File: config.mk
export PLATFORM = sky130hd
export DESIGN_NAME = sccb_write_master_flat
export DESIGN_NICKNAME = d
export VERILOG_FILES = /design/src/rtl/sccb_write_master_if.sv /design/src/rtl/sccb_write_master.sv /design/src/flat_wrapper.sv
export SDC_FILE = /design/constraint.sdc
export NUM_CORES = 1
export LEC_CHECK = 0
export BUFFER_PORTS_ARGS = -buffer_cell sky130_fd_sc_hd__buf_2
export CORE_MARGIN = 1
export CORE_UTILIZATION = 45
export CTS_CLUSTER_SIZE = 16
export DETAILED_ROUTE_END_ITERATION = 6
export SYNTH_ARGS = -nofsm -noshare
export SYNTH_HDL_FRONTEND = slang
export SYNTH_SLANG_ARGS = --single-unit
File: constraint.sdc
create_clock -name clk -period 3.2 [get_ports clk]
set_clock_uncertainty 0.2 [all_clocks]
set_input_delay 0.32 -clock clk [delete_from_list [all_inputs] [get_ports clk]]
set_output_delay 0.32 -clock clk [all_outputs]
set_load 0.01 [all_outputs]
File: src/rtl/sccb_write_master_if.sv
// SCCB write-master bus bundle: sequencer handshake plus the SIOC/SIOD pin drivers.
// The master modport is the transmitter side; the slave modport is the sequencer/pad side.
interface sccb_write_master_if;
  logic [15:0] data;
  logic        done;
  logic        continue_pulse;
  logic        busy;
  logic        sioc;
  logic        siod_out;
  logic        siod_oe;

  modport master (
    input  data, done,
    output continue_pulse, busy, sioc, siod_out, siod_oe
  );

  modport slave (
    output data, done,
    input  continue_pulse, busy, sioc, siod_out, siod_oe
  );
endinterface

File: src/rtl/sccb_write_master.sv
// SCCB 3-phase write transmitter (ID, register address, value) for the OV7670 control bus.
// Outputs are registered decodes of the next FSM position, so they only move on quarter ticks.
module sccb_write_master #(
  parameter int         QTR_CYCLES = 125,
  parameter logic [7:0] DEVICE_ID  = 8'h42,
  parameter int         GAP_CYCLES = 50000
) (
  input logic                 clk,
  input logic                 reset,
  sccb_write_master_if.master bus
);
  localparam int QW = $clog2(QTR_CYCLES);
  localparam int GW = $clog2(GAP_CYCLES + 1);
  localparam logic [QW-1:0] QTR_LAST = QW'(QTR_CYCLES - 1);
  localparam logic [GW-1:0] GAP_LAST = GW'(GAP_CYCLES - 1);

  typedef enum logic [2:0] {S_HOLD, S_IDLE, S_START, S_BIT, S_STOP, S_GAP} state_t;

  state_t          state_reg, state_next;
  logic [QW-1:0]   qcnt_reg, qcnt_next;
  logic [1:0]      phase_reg, phase_next;
  logic [4:0]      bit_idx_reg, bit_idx_next;
  logic [26:0]     shift_reg, shift_next;
  logic [GW-1:0]   gap_cnt_reg, gap_cnt_next;
  logic            hold_cnt_reg, hold_cnt_next;
  logic            sioc_reg, sioc_next;
  logic            siod_out_reg, siod_out_next;
  logic            siod_oe_reg, siod_oe_next;
  logic            busy_reg, busy_next;
  logic            cont_reg, cont_next;
  logic            qtick;
  logic            ack_slot;

  assign qtick    = (qcnt_reg == QTR_LAST);
  // Bits 18, 9 and 0 are the slave's don't-care/ACK slots; SIOD is released there.
  assign ack_slot = (bit_idx_next == 5'd18) || (bit_idx_next == 5'd9) || (bit_idx_next == 5'd0);

  assign bus.sioc           = sioc_reg;
  assign bus.siod_out       = siod_out_reg;
  assign bus.siod_oe        = siod_oe_reg;
  assign bus.busy           = busy_reg;
  assign bus.continue_pulse = cont_reg;

  always_ff @(posedge clk or posedge reset) begin
    if (reset) begin
      state_reg    <= S_HOLD;
      qcnt_reg     <= '0;
      phase_reg    <= 2'd0;
      bit_idx_reg  <= 5'd0;
      shift_reg    <= '0;
      gap_cnt_reg  <= '0;
      hold_cnt_reg <= 1'b0;
      sioc_reg     <= 1'b1;
      siod_out_reg <= 1'b1;
      siod_oe_reg  <= 1'b1;
      busy_reg     <= 1'b0;
      cont_reg     <= 1'b0;
    end else begin
      state_reg    <= state_next;
      qcnt_reg     <= qcnt_next;
      phase_reg    <= phase_next;
      bit_idx_reg  <= bit_idx_next;
      shift_reg    <= shift_next;
      gap_cnt_reg  <= gap_cnt_next;
      hold_cnt_reg <= hold_cnt_next;
      sioc_reg     <= sioc_next;
      siod_out_reg <= siod_out_next;
      siod_oe_reg  <= siod_oe_next;
      busy_reg     <= busy_next;
      cont_reg     <= cont_next;
    end
  end

  always_comb begin
    state_next    = state_reg;
    qcnt_next     = qcnt_reg;
    phase_next    = phase_reg;
    bit_idx_next  = bit_idx_reg;
    shift_next    = shift_reg;
    gap_cnt_next  = gap_cnt_reg;
    hold_cnt_next = hold_cnt_reg;
    case (state_reg)
      S_HOLD: begin
        hold_cnt_next = ~hold_cnt_reg;
        if (hold_cnt_reg) state_next = S_IDLE;
      end
      S_IDLE: begin
        if (!bus.done) begin
          shift_next = {DEVICE_ID, 1'b0, bus.data[15:8], 1'b0, bus.data[7:0], 1'b0};
          qcnt_next  = '0;
          phase_next = 2'd0;
          state_next = S_START;
        end
      end
      S_START, S_BIT, S_STOP: begin
        qcnt_next = qtick ? '0 : qcnt_reg + 1'b1;
        if (qtick) begin
          phase_next = phase_reg + 2'd1;
          if (state_reg == S_START && phase_reg == 2'd1) begin
            state_next   = S_BIT;
            phase_next   = 2'd0;
            bit_idx_next = 5'd26;
          end else if (state_reg == S_BIT && phase_reg == 2'd3) begin
            if (bit_idx_reg == 5'd0) begin
              state_next = S_STOP;
            end else begin
              bit_idx_next = bit_idx_reg - 5'd1;
              shift_next   = {shift_reg[25:0], 1'b0};
            end
          end else if (state_reg == S_STOP && phase_reg == 2'd2) begin
            state_next   = S_GAP;
            phase_next   = 2'd0;
            gap_cnt_next = '0;
          end
        end
      end
      S_GAP: begin
        if (gap_cnt_reg == GAP_LAST) begin
          state_next    = S_HOLD;
          hold_cnt_next = 1'b0;
        end else begin
          gap_cnt_next = gap_cnt_reg + 1'b1;
        end
      end
      default: state_next = S_HOLD;
    endcase
  end

  always_comb begin
    sioc_next     = 1'b1;
    siod_out_next = 1'b1;
    siod_oe_next  = 1'b1;
    busy_next     = 1'b1;
    cont_next     = 1'b0;
    case (state_next)
      S_HOLD, S_IDLE: busy_next = 1'b0;
      S_START: begin
        siod_out_next = 1'b0;
        sioc_next     = (phase_next == 2'd0);
      end
      S_BIT: begin
        sioc_next     = phase_next[1];
        siod_out_next = shift_next[26];
        siod_oe_next  = !ack_slot;
      end
      S_STOP: begin
        sioc_next     = (phase_next != 2'd0);
        siod_out_next = (phase_next == 2'd2);
      end
      default: ;
    endcase
    if (state_reg == S_GAP && state_next == S_HOLD) cont_next = 1'b1;
  end
endmodule

File: src/flat_wrapper.sv
// flat-port wrapper written by rule: the top's interface ports become plain ports
module sccb_write_master_flat 
#(
  parameter int         QTR_CYCLES = 125,
  parameter logic [7:0] DEVICE_ID  = 8'h42,
  parameter int         GAP_CYCLES = 50000
)
  (clk, reset, bus_data, bus_done, bus_continue_pulse, bus_busy, bus_sioc, bus_siod_out, bus_siod_oe);
  sccb_write_master_if bus_i ();
  input logic clk;
  input logic reset;
  input wire logic [$bits(bus_i.data)-1:0] bus_data;
  input wire logic [$bits(bus_i.done)-1:0] bus_done;
  output wire logic [$bits(bus_i.continue_pulse)-1:0] bus_continue_pulse;
  output wire logic [$bits(bus_i.busy)-1:0] bus_busy;
  output wire logic [$bits(bus_i.sioc)-1:0] bus_sioc;
  output wire logic [$bits(bus_i.siod_out)-1:0] bus_siod_out;
  output wire logic [$bits(bus_i.siod_oe)-1:0] bus_siod_oe;
  assign bus_i.data = bus_data;
  assign bus_i.done = bus_done;
  assign bus_continue_pulse = bus_i.continue_pulse;
  assign bus_busy = bus_i.busy;
  assign bus_sioc = bus_i.sioc;
  assign bus_siod_out = bus_i.siod_out;
  assign bus_siod_oe = bus_i.siod_oe;
  sccb_write_master #(.QTR_CYCLES(QTR_CYCLES), .DEVICE_ID(DEVICE_ID), .GAP_CYCLES(GAP_CYCLES)) u_core (.clk(clk), .reset(reset), .bus(bus_i));
endmodule
* Word level (Yosys, flattened, before mapping)
Index checks and enable logic that the tools add are counted.
Widths: inputs -> output; s select.
** Storage, ports and cells
- Bits in read-only memories :: 0
- Memories :: 0
- RAM bits :: 0
- Latch bits :: 0
- Word-level logic and storage cells :: 108
- Bits in registers :: 66
** Operators by class
- Shift operators :: 0
- Reduce and logical (&&, ||, !) cells :: 22
- Equality and inequality tests :: 26
- Multipliers :: 0
- Magnitude comparators :: 0
- Bitwise gates (word level) :: 1
- Mux-type cells :: 42
- Div/mod/pow operators :: 0
- Add/subtract/negate cells :: 4
** Operators by type and width (count)
- $mux 27 :: 5
- $mux 16 :: 5
- $pmux 27 s2 :: 1
- $pmux 16 s2 :: 1
- $mux 5 :: 5
- $mux 3 :: 8
- $add 16x1->16 const B :: 1
- $eq 16x16->1 const B :: 1
- $mux 7 :: 2
- $pmux 7 s2 :: 1
- $eq 3x2->1 const B :: 4
- $pmux 3 s4 :: 1
- $reduce_and 6->1 :: 2
- $logic_not 5->1 :: 2
- $mux 2 :: 5
- $ne 2x2->1 const B :: 5
- $eq 3x3->1 const B :: 3
- $ne 2x1->1 const B :: 4
- $reduce_bool 2->1 :: 4
- $add 7x1->7 const B :: 1
- $eq 7x7->1 const B :: 1
- $eq 2x2->1 const B :: 3
- $eq 3x1->1 const B :: 2
- $logic_not 3->1 :: 2
- other kinds (17) :: 26

* Depth between registers and ports, before layout
Gate-level depths: netlist of the first run.
- Depth in word-level cells :: 11
- Gate-level depth with buffers :: 9
- Gate-level depth less buffers :: 9

* Least setup slack after synthesis of the first run
Ideal clock, no wire load.
- Path type :: flip-flop to flip-flop
- From :: register u_core.qcnt_reg[0]
- To :: register u_core.shift_reg[10]
- Library setup time :: 0.127 ns
- Arrival :: 1.961 ns
- Data required time :: 2.873 ns
- Stages on the path, launching flop included :: 9
- Period minus slack after synthesis :: 2.288 ns
- Slack :: 0.912 ns
- Path buffers :: 1
- Cells stage by stage :: dfrtp_1 inv_1 ha_1 nand4_2 nor4_4 o22ai_2 buf_2 a222oi_1 inv_1
** On the way
- Cells in the longest elaborated chain, start to end :: 3
** Ends and longest elaborated chain
- start: declaration :: RTL line sccb_write_master.sv:20 : logic [QW-1:0] qcnt_reg, qcnt_next;
- start signal: assignment :: RTL line sccb_write_master.sv:60 : qcnt_reg <= qcnt_next;
- $eq 7x7->1 :: RTL line sccb_write_master.sv:34 : assign qtick = (qcnt_reg == QTR_LAST);
- $ne 2x1->1 (no line)
- $reduce_and 6->1 (no line)
- end signal: assignment :: RTL line sccb_write_master.sv:63 : shift_reg <= shift_next;
- end: declaration :: RTL line sccb_write_master.sv:23 : logic [26:0] shift_reg, shift_next;
No other way between the ends.
A chain may end at the register's enable or synchronous reset.

* Worst setup path in the final report of the first run
- From :: register u_core.state_reg[1]
- To :: register u_core.siod_oe_reg, in the netlist u_core.bus.siod_oe
** On the way
- Cells in the longest elaborated chain, start to end :: 11
** Ends and longest elaborated chain
- start: declaration :: RTL line sccb_write_master.sv:19 : state_t state_reg, state_next;
- start signal: assignment :: RTL line sccb_write_master.sv:59 : state_reg <= state_next;
- $eq 3x2->1 :: RTL line sccb_write_master.sv:82, sccb_write_master.sv:103
- $logic_and 1x1->1 :: RTL line sccb_write_master.sv:103 : end else if (state_reg == S_BIT && phase_reg == 2'd3) begin
- $mux 5 :: RTL line sccb_write_master.sv:103
- $mux 5 :: RTL line sccb_write_master.sv:99 : if (state_reg == S_START && phase_reg == 2'd1) begin
- $mux 5 :: RTL line sccb_write_master.sv:97 : if (qtick) begin
- $mux 5 :: RTL line sccb_write_master.sv:82 : case (state_reg)
- $eq 5x5->1 or $eq 5x4->1 (tied branches) :: RTL line sccb_write_master.sv:36 : assign ack_slot = (bit_idx_next == 5'd18) || (bit_idx_next == 5'd9) || (bit_idx_next == 5'd0);
- $logic_or 1x1->1 (2 in a row) :: RTL line sccb_write_master.sv:36
- $logic_not 1->1 :: RTL line sccb_write_master.sv:144 : siod_oe_next = !ack_slot;
- $mux 1 * :: RTL line sccb_write_master.sv:135 : case (state_next)
- named net u_core.siod_oe_next :: RTL line sccb_write_master.sv:28 : logic siod_oe_reg, siod_oe_next;
- end signal: assignment :: RTL line sccb_write_master.sv:68 : siod_oe_reg <= siod_oe_next;
- end: declaration :: RTL line sccb_write_master.sv:28
The timed path passes the listed nets; every way through them passes the cells marked *.

==> results list, run 1 <==
* Root Driver: sky130_fd_sc_hd__clkbuf_8
* Ratio of cells with drive above 1 in the final layout: 16.8%
- The tree built by TritonCTS fans out to 65 sinks.
- Maximum fanout count along the critical path: 16
* Static power due to leakage: 1.89 nW
- Worst Hold Path Cells: 3
* Met2 usage: 29.6%
- Once detailed placement completed, the half-perimeter wirelength came to 4670 um.
- The number of nets handed over by synthesis was 344.
- Part of the Yosys area used for sequential elements: 49.5%
- Transition time at the pin with the least slew margin: 1.02 ns
- Met3 track demand over resource in global routing: 5.28%
- In the final routed layout, each cell accounts on average for 15.2 um.
* Die area: 7670 sq um
- Sum of negative setup slack: 0 ns
* Number of nets in the finished design: 385
* Core footprint: 6940 sq um
- Antenna violations before repair: 0
- Hold Violations, Final: 0
* Clock latency at the later pin of the worst-skew pair: 0.34 ns
- Count of nets left with antenna violations after detail routing: 0
- The largest individual stage delay along the critical path comes from the cell sky130_fd_sc_hd__dfrtp_1.
* Cells after synthesis: 317
* Quantity of gates resized following cts: 0
* Kind of critical path: flip-flop to flip-flop
- Clock-pin slew was measured on the worst setup and hold paths at 0.08 ns.
* Endpoint class of the critical path: flip-flop
- Per-instance average area after synthesis: 10.4 sq um
- Distinct cell type count after synthesis: 62
* Vias in the first global route: 2,431
* Tot Pwr: 0.00231 W
- Cells traversed along the worst timing path: nor3b_4 -> o211ai_2 -> o31ai_1 -> nand3b_1 -> nor4b_1 -> o211ai_1
- Synth Flop Type: sky130_fd_sc_hd__dfrtp_1
- The register with the most flip-flops in the layout has 26 of them.
- Arrival time worst endpoint: 2.67 ns
* Die extent in x: 87.6 um
- Count of flip-flops with a built-in enable after synthesis: 0
- Worst hold-check path type: primary input to flip-flop
* Largest net degree at the start of global routing: 30
- Gpl congestion: 0.888
- After floorplanning, the core was divided into 30 placement rows.
* Filler Cell Count: 609
- Critical path depth in cells: 6
- The worst setup path is launched from a flip-flop.
- In the post-synthesis netlist, the biggest area contributors are sky130_fd_sc_hd__dfrtp_1, sky130_fd_sc_hd__a222oi_1, sky130_fd_sc_hd__inv_1.
* Count of endpoints failing setup in the final report: 0
- On the worst path, the slowest cell contributes a delay of 0.57 ns.
- Peak ir drop on the vdd network: 0.000325 V
- The run finished with clean final reports.
- Top Ports: 24
* Total detailed-routing wirelength: 6990 um
- Dividing total power by cell area gives a power density of 597 nW/um^2.
- 0 antenna diodes ended up in the layout.
- In this run the vertical extent of the chip is 87.6 um.
- Count of state elements after synthesis: 65
- Detailed router's first-iteration violation count: 209
* Effective utilization at floorplan: 47.4%
- Area fraction of the dominant cell type after synthesis: 47.1%
- The tool flagged a number of max-cap violations equal to 0.
* Layer with the highest usage: met1
* Commonest cells post-synth: sky130_fd_sc_hd__dfrtp_1, sky130_fd_sc_hd__inv_1, sky130_fd_sc_hd__nor2_1, sky130_fd_sc_hd__nand2_1
- Clock tree from TritonCTS: built
* Number of buffers on the longest clock path: 2
- Detailed Routing Iterations Pass 1: 5
- For this run, global-route usage on met1 was measured as 30.2%.
- Setup repair after global routing left no endpoint under its margin.
- The Yosys step of the flow raised 0 warnings.
- CTS buffer count: 9
* Wire length of the first global-routing pass: 11,900 um
- Post-synthesis async set-or-reset flop share: 100%
- Area occupied by multi-input gates: 1490 sq um
- Data on the critical path is required at its endpoint by 3.24 ns.
- Max Slew Vio Count: 0
- Library cell occupying the most area in the post-synthesis netlist: sky130_fd_sc_hd__dfrtp_1
- Register area: 1630 sq um
- I/O Buffers: 23
- The worst pin sits at a relative slew slack of 32.1%.
* Cell with the most instances after synthesis: sky130_fd_sc_hd__dfrtp_1
- Based on the critical path, the design can be clocked at up to 380 MHz.
- The H-tree generated during clock tree synthesis spans 3 levels.
- Of the available clock period, the critical path in the final layout requires 82.2%.
* Fin crit period: 2.63 ns
* Largest delay share family, worst path: simple AND/OR/NAND/NOR gates
- DRC violations left: 0
- Compared with the post-synthesis result, the final layout area differs by 17.5%.
- Together, buffers and inverters on the worst path number 0.
* Total global routing overflow: 0
- The number of cells on the worst reg-to-reg path is 6.
- After detailed routing, the number of vias per cell comes to 5.63.
- Total GRT Usage: 20.5%
* Cell area after synthesis: 3290 sq um
- Count of vias placed by the detailed router: 2,585
-- tightest hold or removal path, delay by kind of cell --
family / cells / cell delay (ns)
buffers and inverters: 2 / 0.14
AO/OA/AOI/OAI: 1 / 0.07
-- area by class of cell --
cell class,count,area share (%)
well taps,96,3.10
flip-flops and latches,65,42.1
inverters,30,2.91
multi-input cells,208,38.6
clock buffers,9,3.20
repair buffers,44,8.08
clock inverters,7,2.04
-- cells in the final DEF, fill, tap and decap left out, types with 3 or more instances in the layout --
cell type	count
sky130_fd_sc_hd__dfrtp_1	62
sky130_fd_sc_hd__inv_1	29
sky130_fd_sc_hd__nor2_1	26
sky130_fd_sc_hd__buf_2	23
sky130_fd_sc_hd__nand2_1	18
sky130_fd_sc_hd__dlygate4sd3_1	16
sky130_fd_sc_hd__a222oi_1	15
sky130_fd_sc_hd__o21ai_0	15
sky130_fd_sc_hd__a21oi_1	11
sky130_fd_sc_hd__a22o_1	9
sky130_fd_sc_hd__and3_1	9
sky130_fd_sc_hd__clkbuf_8	9
sky130_fd_sc_hd__xor2_1	8
sky130_fd_sc_hd__ha_1	8
sky130_fd_sc_hd__nand4_1	7
sky130_fd_sc_hd__nand3_1	7
sky130_fd_sc_hd__xnor2_1	5
sky130_fd_sc_hd__o31ai_1	5
sky130_fd_sc_hd__nor3_1	5
sky130_fd_sc_hd__buf_4	5
sky130_fd_sc_hd__and4_1	3
sky130_fd_sc_hd__nor2b_1	3
sky130_fd_sc_hd__nand3b_1	3
sky130_fd_sc_hd__o21ai_1	3
sky130_fd_sc_hd__clkinv_4	3
sky130_fd_sc_hd__dfstp_2	3
-- timing repair --
action,4_1_cts,5_1_grt
hold buffers,16,0
endpoints found under the hold margin,32,0
buffers inserted,0,0
-- final timing paths --
kind | start | endpoint | slack [ns]
setup / recovery | u_core.state_reg[1] | u_core.bus.siod_oe | 0.57
setup reg to reg | u_core.state_reg[1] | u_core.bus.siod_oe | 0.57
max in group asynchronous | reset | u_core.bus.siod_out | 1.74
hold reg to reg | u_core.shift_reg[3] | u_core.shift_reg[3] | 0.30
min in group asynchronous | reset | u_core.gap_cnt_reg[7] | 0.30
hold / removal | bus_data[3] | u_core.shift_reg[4] | 0.02
-- kinds of logic after synthesis --
kind of cell,after synthesis,share of synthesized area (%)
buf+inv,44,5.17
mux,2,0.646
xor+xnor,13,3.46
fa+ha+maj,8,3.04
compound gates,81,19.2
simple gates,104,19.0
flops,65,49.5
-- routing by layer --
layer | vias to the layer above | wire length [um]
met5 | - | 0
met4 | 0 | 72
met3 | 8 | 267
met2 | 51 | 3190
met1 | 1261 | 3450
li1 | 1265 | -
-- report_power, final --
part,switching (W),total [W],internal [W]
combinational,0.000290,0.000500,0.000210
clock,0.000350,0.000718,0.000368
sequential,0.000133,0.00109,0.000960
total,0.000773,0.00231,0.00154
-- stage by stage --
step | cell area [sq um] | std cells | worst slack, ns | hold slack (ns) | utilization, %
final | 3870 | 459 | 0.569 | 0.0178 | 55.8
after global routing | 3870 | 459 | 0.296 | 0.0502 | 55.8
after CTS | 3870 | 459 | 0.573 | 0.0128 | 55.8
after detailed placement | 3510 | 427 | 0.573 | 0.133 | 50.5
after global placement | 3510 | 427 | 0.620 | 0.128 | 50.5
after floorplan | 3290 | 317 | 0.912 | 0.245 | -
Power figures use the tool's default switching activity.
==> run 2: changes to the inputs <==
==> constraint.sdc (replaced) <==
create_clock -name clk -period 2.1 [get_ports clk]
set_clock_uncertainty 0.2 [all_clocks]
set_input_delay 0.21 -clock clk [delete_from_list [all_inputs] [get_ports clk]]
set_output_delay 0.21 -clock clk [all_outputs]
set_load 0.01 [all_outputs]
==> results list, run 2 (synthesis gave the netlist of run 1 again) <==
- Worst path setup slack after routing: -0.253 ns (-0.822 ns)
* Arrival time worst endpoint: 2.40 ns (-0.27 ns)
- Die extent in x: 87.6 um (unchanged)
- Cells traversed along the worst timing path: nand4b_1 -> buf_4 -> o21ai_0 -> a2bb2oi_2 -> nand3b_1 -> nor4b_2 -> o211ai_1
* Detailed Routing Iterations Pass 1: 7 (+2)
- The switching power summed over all nets is 0.00129 W (+67%).
- Largest delay share family, worst path: simple AND/OR/NAND/NOR gates
- The setup path with the least slack is of type flip-flop to flip-flop.
- Ratio of cells with drive above 1 in the final layout: 39.8% (+23 points)
- The number of cell rows is 30 (unchanged).
* Hold Violations, Final: 0 (unchanged)
- The clock period minus final worst setup slack is 2.35 ns (-0.278 ns).
- Layout overhead on the synthesized area: 45.7%
- Register share of total power: 40.3% (-7.0 points)
- Among all stages on the critical path, the largest delay is contributed by sky130_fd_sc_hd__dfrtp_2.
* Count of endpoints failing setup in the final report: 32 (+32)
- Detailed router's first-iteration violation count: 205 (-1.9%)
- The post-DP HPWL is 5270 um (+13%).
* Setup repair after global routing missed its margin: true
* Largest net degree at the start of global routing: 34 (+13%)
* Max Slew Vio Count: 0 (unchanged)
* Commonest cells after routing, fill and taps aside: sky130_fd_sc_hd__buf_4, sky130_fd_sc_hd__dfrtp_1, sky130_fd_sc_hd__inv_1
- The combinational share of power is 32.9% (+11 points).
* Flip-flop count of the largest register after layout: 26 (unchanged)
- Core footprint: 6940 sq um (unchanged)
* Data required time at the worst endpoint: 2.15 ns (-1.09 ns)
- Number of diodes added for antenna fixing: 0 (unchanged)
- The post-route DRC violation count was 0 (unchanged).
- The flow ran to the end, but the final reports show violations.
* Peak Freq: 425 MHz (+12%)
- The final-stage net count was 467 (+21%).
- The average routed wire per standard cell was 15.4 um (+0.92%).
* Cell internal pwr: 0.00270 W (+76%)
- The count of H-tree levels built during CTS was 3 (unchanged).
- The number of sinks handled by clock tree synthesis is 65 (unchanged).
- Launch instance of the worst register-to-register path: u_core.state_reg[2]
- The worst-case reg-to-reg path depth came to 7 (+1).
- The worst-margin pin slew came to 0.479 ns (-0.539 ns).
- STA classifies the critical path startpoint as a flip-flop.
- Vias in the first global route: 2,950 (+21%)
- Min Hold Slack: 0.235 ns (+0.217 ns)
- The last weighted congestion value of the routability-driven placer is 0.888 (about the same).
* Violated checks: setup timing
* Reg-to-Reg End: u_core.bus.siod_oe
- The static leakage is 2.35 nW (+25%).
- The number of port buffers was 23 (unchanged).
* Wire length of the first global-routing pass: 13,800 um (+15%)
- Filler Cell Count: 527 (-13%)
- Root Driver: sky130_fd_sc_hd__clkbuf_8
* Peak ir drop on the vdd network: 0.000728 V (+120%)
- Top Ports: 24 (unchanged)
* Clock transition time at the flip-flop clock pins of the worst setup and hold paths: 0.08 ns (about the same)
* Die area: 7670 sq um (unchanged)
* Final cycle utilization of the critical path: 112% (+30 points)
- Clock latency at the later pin of the worst-skew pair: 0.33 ns (about the same)
- Worst hold-check path type: primary input to asynchronous set/reset pin
* Most common library cell in the layout ignoring fill and taps: sky130_fd_sc_hd__buf_4
* Crit path largest cell delay: 0.48 ns (-0.09 ns)
* Count of vias placed by the detailed router: 2,931 (+13%)
- The maximum fanout count along the critical path was 8 (-8).
- Endpoint class of the critical path: flip-flop
- The number of vias per cell was 5.42 (-3.8%).
- Critical path buffers and inverters: 1 (+1)
* Clock tree from TritonCTS: built
- Total global routing overflow: 0 (unchanged)
- Number of buffers on the longest clock path: 2 (unchanged)
- Antenna violations before repair: 0 (unchanged)
* Clock network power share: 26.8% (-4.3 points)
- Power per Cell Area: 833 nW/um^2 (+40%)
- Sum of negative setup slack: -4.51 ns (-4.51 ns)
* Slack of the worst reg-to-reg path: -0.25 ns (-0.82 ns)
- The initial core utilization was 47.4% (unchanged).
- Switching part of the total: 32.4% (-1.1 points)
- CTS buffer count: 9 (unchanged)
- Count of nets left with antenna violations after detail routing: 0 (unchanged)
- Normalized max-slew margin: 68.0% (+36 points)
- The power consumption was 0.00400 W (+73%).
* Number of max-cap violations: 0 (unchanged)
- The combined global-route utilization of all metal layers was 23.4% (+3.0 points).
* Total detailed-routing wirelength: 8310 um (+19%)
- Die Height: 87.6 um (unchanged)
## run 2: how the worst max path moves through the flow
stage                          start              endpoint  depth (start not counted)
4_1_cts        u_core.bit_idx_reg[1]   u_core.bus.siod_out                          9
2_1_floorplan    u_core.phase_reg[0]  u_core.shift_reg[10]                          7
3_5_place_dp   u_core.bit_idx_reg[1]       u_core.bus.sioc                          8
3_3_place_gp      u_core.qcnt_reg[0]    u_core.bus.siod_oe                          8
5_1_grt        u_core.bit_idx_reg[1]       u_core.bus.sioc                          8
6_report         u_core.state_reg[2]    u_core.bus.siod_oe                          7
## run 2: worst reg2reg max path, cell delays in order, from the launching register on
cell and delay (ns):
sky130_fd_sc_hd__dfrtp_2 0.48, sky130_fd_sc_hd__nand4b_1 0.27, sky130_fd_sc_hd__buf_4 0.20, sky130_fd_sc_hd__o21ai_0 0.29, sky130_fd_sc_hd__a2bb2oi_2 0.13, sky130_fd_sc_hd__nand3b_1 0.25, sky130_fd_sc_hd__nor4b_2 0.31, sky130_fd_sc_hd__o211ai_1 0.14
## run 2: routing by layer
metal	wire length [um]	up-vias	GRT usage (%)
li1	-	1430	-
met4	91	0	8.49
met5	0	-	0
met3	239	10	4.15
met1	3890	1440	31.7
met2	4090	51	38.0
## run 2: layout make-up
class	instances	area [sq um]	area share (%)
inverters	30	115	2.40
clock inverters	7	75.1	1.56
flip-flops and latches	65	1630	34.0
repair buffers	125	1040	21.7
well taps	96	120	2.50
multi-input cells	209	1690	35.2
clock buffers	9	124	2.58
## run 2: power groups by stage
stage	sequential, W	clock, W	combinational [W]
floorplan	0.00162	0	0.000591
global placement	0.00162	0	0.00101
detailed placement	0.00162	0	0.00103
CTS	0.00160	0.00110	0.00122
global route	0.00163	0.00115	0.00143
finish	0.00161	0.00107	0.00132
## run 2: timing repair
action / 4_1_cts / 5_1_grt
pin swaps: 13 / 15
cloned: 2 / 1
setup buffers: 5 / 5
setup endpoints to repair: 32 / 52
endpoints found under the hold margin: 36 / 0
resized for setup: 24 / 26
hold buffers: 17 / 0
## run 2: through the flow
step | setup slack [ns] | cells | util, % | area (sq um)
floorplan | -0.163 | 317 | - | 3330
global placement | -0.171 | 498 | 59.1 | 4100
detailed placement | -0.281 | 498 | 59.1 | 4100
CTS | -0.187 | 537 | 66.9 | 4650
global route | -0.367 | 541 | 69.1 | 4800
finish | -0.253 | 541 | 69.1 | 4800
